===== config.mk =====
export PLATFORM = sky130hd
export DESIGN_NAME = cond_status_unit_flat
export DESIGN_NICKNAME = d
export VERILOG_FILES = /design/src/rtl/cond_status_unit_pkg.sv /design/src/rtl/cond_status_unit_if.sv /design/src/rtl/cond_status_unit_eval.sv /design/src/rtl/cond_status_unit.sv /design/src/flat_wrapper.sv
export SDC_FILE = /design/constraint.sdc
export NUM_CORES = 1
export LEC_CHECK = 0
export ABC_AREA = 1
export CAP_MARGIN = 10
export CORE_MARGIN = 4
export CORE_UTILIZATION = 45
export CTS_CLUSTER_DIAMETER = 60
export DETAILED_ROUTE_END_ITERATION = 10
export PLACE_DENSITY = 0.76
export SETUP_SLACK_MARGIN = 0.05
export SYNTH_ARGS = -nofsm -noshare
export SYNTH_HDL_FRONTEND = slang
export SYNTH_SLANG_ARGS = --single-unit
export TNS_END_PERCENT = 30

===== constraint.sdc =====
create_clock -name clk -period 3.2 [get_ports clk]
set_input_delay 0.64 -clock clk [delete_from_list [all_inputs] [get_ports clk]]
set_output_delay 0.64 -clock clk [all_outputs]
set_load 0.02 [all_outputs]

===== src/rtl/cond_status_unit_pkg.sv =====
// Shared condition-code definitions for the conditional-execution status unit.
// Contents:
//   cond_e          4-bit condition field encodings (EQ .. NV)
//   FLAG_N..FLAG_V  bit positions of N, Z, C, V inside a 4-bit NZCV vector
package cond_defs;

  typedef enum logic [3:0] {
    COND_EQ = 4'h0,
    COND_NE = 4'h1,
    COND_CS = 4'h2,
    COND_CC = 4'h3,
    COND_MI = 4'h4,
    COND_PL = 4'h5,
    COND_VS = 4'h6,
    COND_VC = 4'h7,
    COND_HI = 4'h8,
    COND_LS = 4'h9,
    COND_GE = 4'hA,
    COND_LT = 4'hB,
    COND_GT = 4'hC,
    COND_LE = 4'hD,
    COND_AL = 4'hE,
    COND_NV = 4'hF
  } cond_e;

  localparam int FLAG_N = 3;
  localparam int FLAG_Z = 2;
  localparam int FLAG_C = 1;
  localparam int FLAG_V = 0;

endpackage


===== src/rtl/cond_status_unit_if.sv =====
// Bus interface for cond_status_unit.
// Ports (master drives, slave receives):
//   stall, flush, flag_we, flag_in[3:0], in_valid[LANES-1:0], cond_in[4*LANES-1:0]
// Returned to the master:
//   out_valid[LANES-1:0], exec_out[LANES-1:0], flags_out[3:0]
interface cond_status_unit_if #(
  parameter int LANES = 2
);

  logic                 stall;
  logic                 flush;
  logic                 flag_we;
  logic [3:0]           flag_in;
  logic [LANES-1:0]     in_valid;
  logic [4*LANES-1:0]   cond_in;
  logic [LANES-1:0]     out_valid;
  logic [LANES-1:0]     exec_out;
  logic [3:0]           flags_out;

  modport master (
    output stall, flush, flag_we, flag_in, in_valid, cond_in,
    input  out_valid, exec_out, flags_out
  );

  modport slave (
    input  stall, flush, flag_we, flag_in, in_valid, cond_in,
    output out_valid, exec_out, flags_out
  );

endinterface


===== src/rtl/cond_status_unit_eval.sv =====
// cond_eval: purely combinational evaluation of one 4-bit condition field
// against an NZCV snapshot.
// Ports:
//   cond_i     condition field
//   nzcv_i     flags {N,Z,C,V}
//   nv_exec_i  result returned for the 4'b1111 encoding
//   true_o     1 when the condition holds
module cond_eval
  import cond_defs::*;
(
  input  logic [3:0] cond_i,
  input  logic [3:0] nzcv_i,
  input  logic       nv_exec_i,
  output logic       true_o
);

  logic n, z, c, v;

  assign n = nzcv_i[FLAG_N];
  assign z = nzcv_i[FLAG_Z];
  assign c = nzcv_i[FLAG_C];
  assign v = nzcv_i[FLAG_V];

  // Decode table of the sixteen condition encodings.
  always_comb begin
    true_o = 1'b0;
    case (cond_e'(cond_i))
      COND_EQ: true_o = z;
      COND_NE: true_o = ~z;
      COND_CS: true_o = c;
      COND_CC: true_o = ~c;
      COND_MI: true_o = n;
      COND_PL: true_o = ~n;
      COND_VS: true_o = v;
      COND_VC: true_o = ~v;
      COND_HI: true_o = c & ~z;
      COND_LS: true_o = ~c | z;
      COND_GE: true_o = (n == v);
      COND_LT: true_o = (n != v);
      COND_GT: true_o = ~z & (n == v);
      COND_LE: true_o = z | (n != v);
      COND_AL: true_o = 1'b1;
      COND_NV: true_o = nv_exec_i;
      default: true_o = 1'b0;
    endcase
  end

endmodule


===== src/rtl/cond_status_unit.sv =====
// cond_status_unit: holds the architectural NZCV register and produces a
// registered per-lane execute decision for LANES conditional instructions.
// Parameters:
//   LANES    number of evaluation lanes (1..4)
//   BYPASS   1 = lanes evaluate against a same-cycle flag write
//   NV_EXEC  result for condition code 4'b1111
// Ports:
//   clk  rising-edge clock
//   rst  synchronous active-high reset
//   bus  slave side of cond_status_unit_if (stall/flush/flag write/lanes in,
//        out_valid/exec_out/flags_out back)
module cond_status_unit
  import cond_defs::*;
#(
  parameter int LANES   = 2,
  parameter int BYPASS  = 1,
  parameter int NV_EXEC = 0
) (
  input  logic              clk,
  input  logic              rst,
  cond_status_unit_if.slave bus
);

  logic [3:0]       flags_q, flags_d;
  logic [LANES-1:0] out_valid_q, out_valid_d;
  logic [LANES-1:0] exec_q, exec_d;
  logic [3:0]       eval_flags;
  logic [LANES-1:0] cond_true;

  // Every lane sees the same snapshot; a retiring flag write is forwarded
  // only when the bypass build option is on.
  assign eval_flags = ((BYPASS != 0) && bus.flag_we) ? bus.flag_in : flags_q;

  for (genvar i = 0; i < LANES; i++) begin : g_lane
    cond_eval u_eval (
      .cond_i    (bus.cond_in[4*i +: 4]),
      .nzcv_i    (eval_flags),
      .nv_exec_i (NV_EXEC != 0),
      .true_o    (cond_true[i])
    );
  end

  // Next-state selection. Stall freezes everything (including the flag write,
  // which the producer retries); flush only zeroes the lane results, so a
  // concurrent flag write still commits.
  always_comb begin
    flags_d     = flags_q;
    out_valid_d = out_valid_q;
    exec_d      = exec_q;
    if (!bus.stall) begin
      if (bus.flag_we) begin
        flags_d = bus.flag_in;
      end
      if (bus.flush) begin
        out_valid_d = '0;
        exec_d      = '0;
      end else begin
        out_valid_d = bus.in_valid;
        exec_d      = bus.in_valid & cond_true;
      end
    end
  end

  // State registers; reset overrides stall, flush and flag writes.
  always_ff @(posedge clk) begin
    if (rst) begin
      flags_q     <= 4'b0000;
      out_valid_q <= '0;
      exec_q      <= '0;
    end else begin
      flags_q     <= flags_d;
      out_valid_q <= out_valid_d;
      exec_q      <= exec_d;
    end
  end

  assign bus.out_valid = out_valid_q;
  assign bus.exec_out  = exec_q;
  assign bus.flags_out = flags_q;

endmodule


===== src/flat_wrapper.sv =====
// flat-port wrapper written by rule: the top's interface ports become plain ports
module cond_status_unit_flat import cond_defs::*;
#(
  parameter int LANES   = 2,
  parameter int BYPASS  = 1,
  parameter int NV_EXEC = 0
)
  (clk, rst, bus_stall, bus_flush, bus_flag_we, bus_flag_in, bus_in_valid, bus_cond_in, bus_out_valid, bus_exec_out, bus_flags_out);
  cond_status_unit_if #(.LANES(LANES)) bus_i ();
  input  logic clk;
  input  logic rst;
  input wire logic [$bits(bus_i.stall)-1:0] bus_stall;
  input wire logic [$bits(bus_i.flush)-1:0] bus_flush;
  input wire logic [$bits(bus_i.flag_we)-1:0] bus_flag_we;
  input wire logic [$bits(bus_i.flag_in)-1:0] bus_flag_in;
  input wire logic [$bits(bus_i.in_valid)-1:0] bus_in_valid;
  input wire logic [$bits(bus_i.cond_in)-1:0] bus_cond_in;
  output wire logic [$bits(bus_i.out_valid)-1:0] bus_out_valid;
  output wire logic [$bits(bus_i.exec_out)-1:0] bus_exec_out;
  output wire logic [$bits(bus_i.flags_out)-1:0] bus_flags_out;
  assign bus_i.stall = bus_stall;
  assign bus_i.flush = bus_flush;
  assign bus_i.flag_we = bus_flag_we;
  assign bus_i.flag_in = bus_flag_in;
  assign bus_i.in_valid = bus_in_valid;
  assign bus_i.cond_in = bus_cond_in;
  assign bus_out_valid = bus_i.out_valid;
  assign bus_exec_out = bus_i.exec_out;
  assign bus_flags_out = bus_i.flags_out;
  cond_status_unit #(.LANES(LANES), .BYPASS(BYPASS), .NV_EXEC(NV_EXEC)) u_core (.clk(clk), .rst(rst), .bus(bus_i));
endmodule

* After elaboration in Yosys (flattened, before gate mapping)
Index checks and enable logic that the tools add are counted.
** Cells by class
- Equal/unequal tests :: 32
- Muxes and demuxes :: 5
- Bitwise logic cells :: 9
- Reductions and logical operators :: 2
** Operators with widths (number)
- $eq A4 B4 Y1 const B :: 16
- $eq A4 B3 Y1 const B :: 8
- $pmux W1 S16 :: 2
- $eq A4 B2 Y1 const B :: 4
- $eq A4 B1 Y1 const B :: 2
- $logic_not A4 Y1 :: 2
- $mux W2 :: 2
- $mux W4 :: 1
- $not A1 Y1 :: 4
- $and A1 B1 Y1 :: 2
- $and A2 B2 Y2 :: 1
- $or A1 B1 Y1 :: 2
- $eq A1 B1 Y1 :: 1
- $ne A1 B1 Y1 :: 1
** Storage, ports and cells
- Register bits :: 8
- Bits of input ports :: 19
- Output and inout port bits :: 8
- Logic and storage cells :: 51

* Longest topological paths before layout
Gate-level depths: netlist (run 1).
- Depth in word-level cells :: 6
- Gate-level depth with buffers :: 12
- Depth with buffers taken out :: 11

* By module
A second synthesis (run 1) with hierarchy kept.
** Unflattened totals
- Cell total of the unflattened synthesis :: 161
- Area total of the unflattened synthesis :: 823.3 sq um
** By module, submodules not included
- cond_eval :: times used 2, cells each 52, area an instance 230.2 sq um, sequential area each 0.0 sq um
- cond_status_unit :: times used 1, cells each 57, area an instance 362.8 sq um, sequential area each 160.2 sq um

* Worst setup path after synthesis (run 1)
OpenSTA, ideal clock, no wires.
- Kind :: input-to-reg
- From :: input bus_flag_we
- To :: register u_core.exec_q[1] (netlist: u_core.bus.exec_out[1])
- Setup time :: 128 ps
- Data arrival time :: 1442 ps
- Data required time :: 3072 ps
- Setup slack :: 1630 ps
- Cell stages on the path :: 9
- Path buffers :: 1
- Cells stage by stage :: buf_6 -> o21ai_4 -> nor2_1 -> nor2_1 -> nand2_1 -> nor2_1 -> nand3_1 -> nand2_1 -> a21oi_1
** Between the ends
- Cells in the longest elaborated chain, start to end :: 6
- Elaborated cells between the ends (all ways) :: 14
- Classes of those cells :: eq/ne (2); mux (3); bitwise (9)
** Ends and longest elaborated chain
- start: declaration :: line flat_wrapper.sv:14 : input wire logic [$bits(bus_i.flag_we)-1:0] bus_flag_we;
- $mux W4 * :: line cond_status_unit.sv:32 : assign eval_flags = ((BYPASS != 0) && bus.flag_we) ? bus.flag_in : flags_q;
- $ne A1 B1 Y1, or another cell as far along :: line cond_status_unit_eval.sv:39, cond_status_unit_eval.sv:41
- $or A1 B1 Y1, or another cell as far along :: line cond_status_unit_eval.sv:41 : COND_LE: true_o = z | (n != v);
- $pmux W1 S16 * :: line cond_status_unit_eval.sv:27 : case (cond_e'(cond_i))
- $and A2 B2 Y2 * :: line cond_status_unit.sv:59 : exec_d = bus.in_valid & cond_true;
- $mux W2 * :: line cond_status_unit.sv:54 : if (bus.flush) begin
- end signal: assignment :: line cond_status_unit.sv:69 : exec_q <= '0;
- end signal: assignment :: line cond_status_unit.sv:73 : exec_q <= exec_d;
- end: declaration :: line cond_status_unit.sv:26 : logic [LANES-1:0] exec_q, exec_d;
Every way passes the cells marked *; elsewhere a longest branch is shown, timed or not.
A chain may end at the register's enable or synchronous reset.

* Final worst setup path (run 1)
- From :: input bus_flag_we
- To :: register u_core.exec_q[0] (netlist: u_core.bus.exec_out[0])
Same word-level chain as after synthesis.

==> key figures, run 1 <==
STA
  • Final setup fails: 0
  • Endpoints failing hold: 0
  • Max-slew violation count: 0
  • Worst-margin pin slew: 556 ps
  • Fin crit share: 0.676
  • Final setup TNS: 0 ps
  • Final WS setup: 1040 ps
  • Max frequency: 462 MHz
  • RSZ-0062 raised after global routing: no
  • Clk_skew: 5.55 ps
  • Final min period: around 2200 ps
  • Max_slew headroom: 0.628

CTS
  • H-Tree Depth: 1
  • Clock latency on the worst-skew pair: 250 ps
  • CTS max path bufs: 2
  • CTS clk-pin slew, worst paths: ~60 ps
  • CTS tree: built
  • Cts bufs inserted: 3
  • Gates resized, CTS repair: 0
  • Post-CTS Hold Buffers: 0
  • Postcts setup bufs: 0
  • CTS sink cnt: 8
  • Root Driver: clkbuf_4

Logic synthesis
  • Largest area contributor in the netlist: nand2_1
  • FFs w/ async S/R, synth: 0
  • Synth Area in Compound Gates: 0.140
  • Adder-Cell Fraction of Synth Area: 0
  • #FFs+latches synth: 8
  • Post-synth top area share: 0.184
  • Top post-synthesis cells by area: nand2_1, dfxtp_1, nor2_1
  • Post-synth EDFFs: 0
  • Ys flop type: dfxtp_1
  • Netlist cell types: 21
  • Syn avg cell area: 5.60 sq um
  • Yosys warns: 0
  • XOR/XNOR share of the synthesized area: 0
  • Combinational family with the most area after synthesis: simple AND/OR/NAND/NOR gates
  • Post-synthesis mux area share: 0
  • Post-synthesis net count: 186
  • Simple-gate area share of the yosys netlist: 0.552
  • Seq/Total Area, Yosys: 0.171
  • Syn Inst Count: 167
  • Cell Area, Synth: 936 sq um
  • Most common cell in the netlist: nand2_1
  • Post-synth top cells: nand2_1, nor2_1, inv_1, nand3_1, a21oi_1

Setup path
  • WP buf/inv: 2
  • CP top delay family: buffers and inverters
  • CP Cell Sequence: clkdlybuf4s50_1, inv_8, nand2_4, nand2_4, nand2_4, nand2_4, nand2_1, o21ai_1, nor2_1, nand3_1, nand2_1, a21oi_1
  • Slowest cell on the critical path: clkdlybuf4s50_1
  • CP required: 3330 ps
  • Crit path arrival time: 2290 ps
  • Most frequent CP cell: nand2_4
  • Critical path class: in -> reg
  • Max FO, Critical Path: 9
  • CP max stage delay: 820 ps
  • Worst setup SP type: primary input
  • Critical Path End Type: register
  • Crit path from: bus_flag_we
  • Worst r2r src: u_core.bus.flags_out[3]

Final layout
  • Register area: 160 sq um
  • Area of the multi-input gates: between 600 and 700 sq um
  • Share of layout cells above drive strength 1: 0.120
  • Area Growth Syn to Fin: 30.6%
  • Fill cells: around 200
  • N_diodes: 0
  • Layout Nets: 213

GRT
  • GRT overflow: 0
  • Number of global-route vias before repair: roughly 970
  • First-pass GRT wire length: between 3 and 4 mm
  • GRT Total Usage: 0.185
  • Initial antenna violation count: 0
  • Largest net degree at the start of global routing: 14

Placement
  • Final Wtd Congestion: 0.916
  • DP HPWL: 1.91 mm
  • Input/output buffers: 26
  • Post-place setup slack: 764 ps

Power and ir drop
  • Pwr/cell area: 266 mW/mm^2
  • Worst vdd ir: between 150 and 200 uV
  • Pleak: 0.000581 uW

Floorplanning
  • IO Pins: 27
  • Starting Density: 0.477
  • Die Y: around 54 microns
  • Core area: around 0.0020 sq mm
  • Die area: 0.00287 sq mm
  • # rows: 16
  • Die W: between 50 and 60 microns

Routing
  • DRC violations left: 0
  • Via count: 1048
  • DRT Wirelength: approximately 2.3 mm
  • DR WL/cell: 10.6 microns
  • DR vias/cell: 4.79
  • Final ANT Viol Nets: 0
  • First-pass DRT Iterations: 4
  • Iteration-0 DRC count of the detailed router: 35

Flow run
  • Max cap viols: 0

Outcome
  • Status: finished, final reports clean

Worst hold path
  • Worst hold start: u_core.bus.exec_out[1]
  • Hold WC Path Type: reg -> reg
-- through the flow --
| step | instances | util | hold slack [ps] | total power [uW] | instance area, sq um |
|---|---|---|---|---|---|
| 2_1_floorplan | 167 | - | 535 | 199 | 936 |
| 3_3_place_gp | 216 | 0.612 | 448 | 246 | 1200 |
| 3_5_place_dp | 216 | 0.612 | 461 | 247 | 1200 |
| 4_1_cts | 219 | 0.623 | 468 | 329 | 1220 |
| 5_1_grt | 219 | 0.623 | 512 | 350 | 1220 |
| 6_report | 219 | 0.623 | 464 | 326 | 1220 |
-- cell families (layout without fill, tap and decap cells) --
| family | after synthesis | after routing |
|---|---|---|
| AOI/OAI and AO/OA | 23 | 23 |
| buffers and inverters | 28 | 53 |
| DFF | 8 | 8 |
| and+or+nand+nor | 108 | 108 |
-- placed cells by master, fill, tap and decap left out --
| cell | n |
|---|---|
| nor2_4 | 1 |
| inv_1 | 22 |
| a21oi_1 | 10 |
| o211ai_1 | 2 |
| o21ai_4 | 1 |
| nand3_1 | 12 |
| nand3_2 | 1 |
| o21ai_0 | 8 |
| nand2_4 | 8 |
| nand2_1 | 46 |
| inv_8 | 1 |
| clkbuf_4 | 3 |
| dfxtp_1 | 8 |
| o21ai_1 | 2 |
| clkdlybuf4s50_1 | 26 |
| nor3_1 | 2 |
| inv_2 | 1 |
| nand2_2 | 7 |
| or2_1 | 1 |
| nor2_1 | 30 |
-- path summary, 6_finish.rpt --
check	to	slack, ps	cells after the start
worst max-delay path	u_core.bus.exec_out[0]	1040	12
worst min register to register	u_core.bus.exec_out[1]	460	2
worst min-delay path	u_core.bus.exec_out[1]	460	2
worst max register to register	u_core.bus.exec_out[0]	1880	11
-- cell type report --
type	count	share of cell area
sequential	8	0.131
inverter	24	0.0798
timing repair buffer	26	0.213
multi-input combinational	131	0.530
tap	27	0.0276
clock buffer	3	0.0184
-- layer usage --
metal	routed length (microns)	part of all wire	global-route usage
met5	0	0	0
met4	5	0.0022	0.0426
met1	1110	0.48	0.258
met3	119	0.051	0.0305
met2	1090	0.47	0.296
-- where the power goes --
| part | internal (uW) | total [uW] | switching, uW |
|---|---|---|---|
| Clock | 43.1 | 79.8 | 36.7 |
| Combinational | 58.0 | 137 | 79.0 |
| Sequential | 105 | 109 | 3.96 |
-- worst min-delay path, cell delays in order, from the launching register on --
cell	delay, ps
dfxtp_1	310
nand2_1	50
a21oi_1	50
-- registers in the layout, summed over array words and instances, names as in the netlist --
signal / cells
u_core.bus.exec_out: 2
u_core.bus.flags_out: 4
u_core.bus.out_valid: 2
(Power assumes the default switching activity.)
==> run 2, diff against run 1 <==
==> constraint.sdc (replaced) <==
create_clock -name clk -period 2.2 [get_ports clk]
set_input_delay 0.44 -clock clk [delete_from_list [all_inputs] [get_ports clk]]
set_output_delay 0.44 -clock clk [all_outputs]
set_load 0.02 [all_outputs]
==> key figures, run 2 (synthesized netlist as in run 1, its figures left out) <==
GRT
  • Largest net degree at the start of global routing: 14 (unchanged)
  • Number of global-route vias before repair: 934 (-3.6%)
  • GRT overflow: 0 (unchanged)
  • First-pass GRT wire length: 3.80 mm (-4.7%)
  • Initial antenna violation count: 0 (unchanged)
  • GRT Total Usage: 0.176 (-0.00877)

Final layout
  • Most frequent cells in the layout: nand2_1, nor2_1, clkdlybuf4s50_1
  • Most common cell after layout, fill and taps aside: nand2_1
  • N_diodes: 0 (unchanged)
  • Area Growth Syn to Fin: 32.8%
  • Layout Nets: 214 (+0.47%)
  • Share of layout cells above drive strength 1: 0.124 (+0.00456)
  • Fin cells: 220 (+0.46%)
  • Largest register FFs: 4 (unchanged)

CTS
  • CTS max path bufs: 2 (unchanged)
  • Postcts setup bufs: 0 (unchanged)
  • Cts bufs inserted: 3 (unchanged)
  • Post-CTS Hold Buffers: 0 (unchanged)
  • Clock latency on the worst-skew pair: 250 ps (about the same)
  • CTS clk-pin slew, worst paths: 50 ps (about the same)
  • CTS tree: built
  • H-Tree Depth: 1 (unchanged)
  • Root Driver: clkbuf_4
  • CTS sink cnt: 8 (unchanged)
  • Gates resized, CTS repair: 0 (unchanged)

Setup path
  • Crit path arrival time: 1890 ps (-400 ps)
  • Worst setup SP type: primary input
  • Max FO, Critical Path: 9 (unchanged)
  • Critical Path End Type: register
  • CP required: 2320 ps (-1010 ps)
  • Critical path class: in -> reg

STA
  • Final setup TNS: 0 ps (unchanged)
  • Endpoints failing hold: 0 (unchanged)
  • Max frequency: 565 MHz
  • Fin crit share: 0.804
  • Clk_skew: 5.71 ps (+0.169 ps)
  • Max_slew headroom: 0.738 (+0.109)
  • Worst-margin pin slew: 392 ps (-163 ps)
  • Final min period: 1770 ps
  • Max-slew violation count: 0 (unchanged)
  • Final setup fails: 0 (unchanged)
  • RSZ-0062 raised after global routing: no

Routing
  • DRT Wirelength: 2.29 mm (-1.6%)
  • DR WL/cell: 10.4 microns (-2.1%)
  • DR vias/cell: 4.77 (-0.26%)
  • Via count: 1050 (+0.19%)
  • First-pass DRT Iterations: 4 (unchanged)
  • DRC violations left: 0 (unchanged)
  • Iteration-0 DRC count of the detailed router: 27 (-23%)
  • Final ANT Viol Nets: 0 (unchanged)

Placement
  • DP HPWL: 1.95 mm (+2.3%)
  • Input/output buffers: 26 (unchanged)
  • Placed Cells: 217 (+0.46%)
  • Final Wtd Congestion: 0.926 (+1.1%)

Power and ir drop
  • Pwr/cell area: 378 mW/mm^2 (+42%)
  • Worst vdd ir: 334 uV (+83%)
  • Pleak: 0.000591 uW (+1.6%)

Floorplanning
  • Starting Density: 0.477 (unchanged)
  • Die W: 53.6 microns (unchanged)
  • Die area: 0.00287 sq mm (unchanged)
  • # rows: 16 (unchanged)
  • IO Pins: 27 (unchanged)
  • Core area: 0.00196 sq mm (unchanged)
  • Die Y: 53.6 microns (unchanged)

Flow run
  • Max cap viols: 0 (unchanged)

Worst hold path
  • Hold WC Path Type: reg -> reg

Outcome
  • Status: finished, final reports clean
run 2: cell count changes in the layout (fill, tap and decap cells not counted):
cell,before,now
buf_12,0,1
run 2: worst max-delay path, cell delays in order:
cell and delay, ps:
clkdlybuf4s50_1 510, buf_12 150, inv_8 50, nand2_1 80
nand2_2 80, nand2_1 90, nand3_2 80, nand2_1 60
nand2_1 40, nor2_1 90, nand3_1 80, nand2_1 70
a21oi_1 50
run 2: worst paths after layout:
| check | start | endpoint | slack [ps] | depth (start not counted) |
|---|---|---|---|---|
| setup reg to reg | u_core.bus.flags_out[0] | u_core.bus.exec_out[1] | 880 | 11 |
| setup / recovery | bus_flag_we | u_core.bus.exec_out[1] | 430 | 13 |
| hold / removal | u_core.bus.exec_out[1] | u_core.bus.exec_out[1] | 460 | 2 |
| hold reg to reg | u_core.bus.exec_out[1] | u_core.bus.exec_out[1] | 460 | 2 |
run 2: layout make-up:
| cell class | count | area [sq um] |
|---|---|---|
| multi-input combinational | 131 | 648 |
| tap | 27 | 33.8 |
| sequential | 8 | 160 |
| inverter | 24 | 97.6 |
| fill | 203 | 719 |
| timing repair buffer | 27 | 280 |
| clock buffer | 3 | 22.5 |
run 2: power breakdown:
part | switching [uW] | internal, uW | leakage, uW
clock network | 45.5 | 62.1 | 0.0000138
logic | 116 | 88.1 | 0.000511
registers | 5.35 | 153 | 0.0000657
run 2: through the flow:
stage	util	cell area, sq um	worst slack [ps]	hold WS (ps)	power, uW
2_1_floorplan	-	936	830	535	290
3_5_place_dp	0.622	1220	184	459	364
3_3_place_gp	0.622	1220	173	451	362
5_1_grt	0.633	1240	293	489	509
4_1_cts	0.633	1240	435	469	478
6_report	0.633	1240	431	462	470
run 2: metal layers:
layer / vias up / GRT usage / part of all wire / wire length (microns)
met1: 449 / 0.227 / 0.49 / 1110
met3: 2 / 0.0249 / 0.048 / 109
met5: - / 0 / 0 / 0
li1: 575 / - / - / -
met4: 0 / 0.0638 / 0.0026 / 6
met2: 24 / 0.296 / 0.46 / 1060
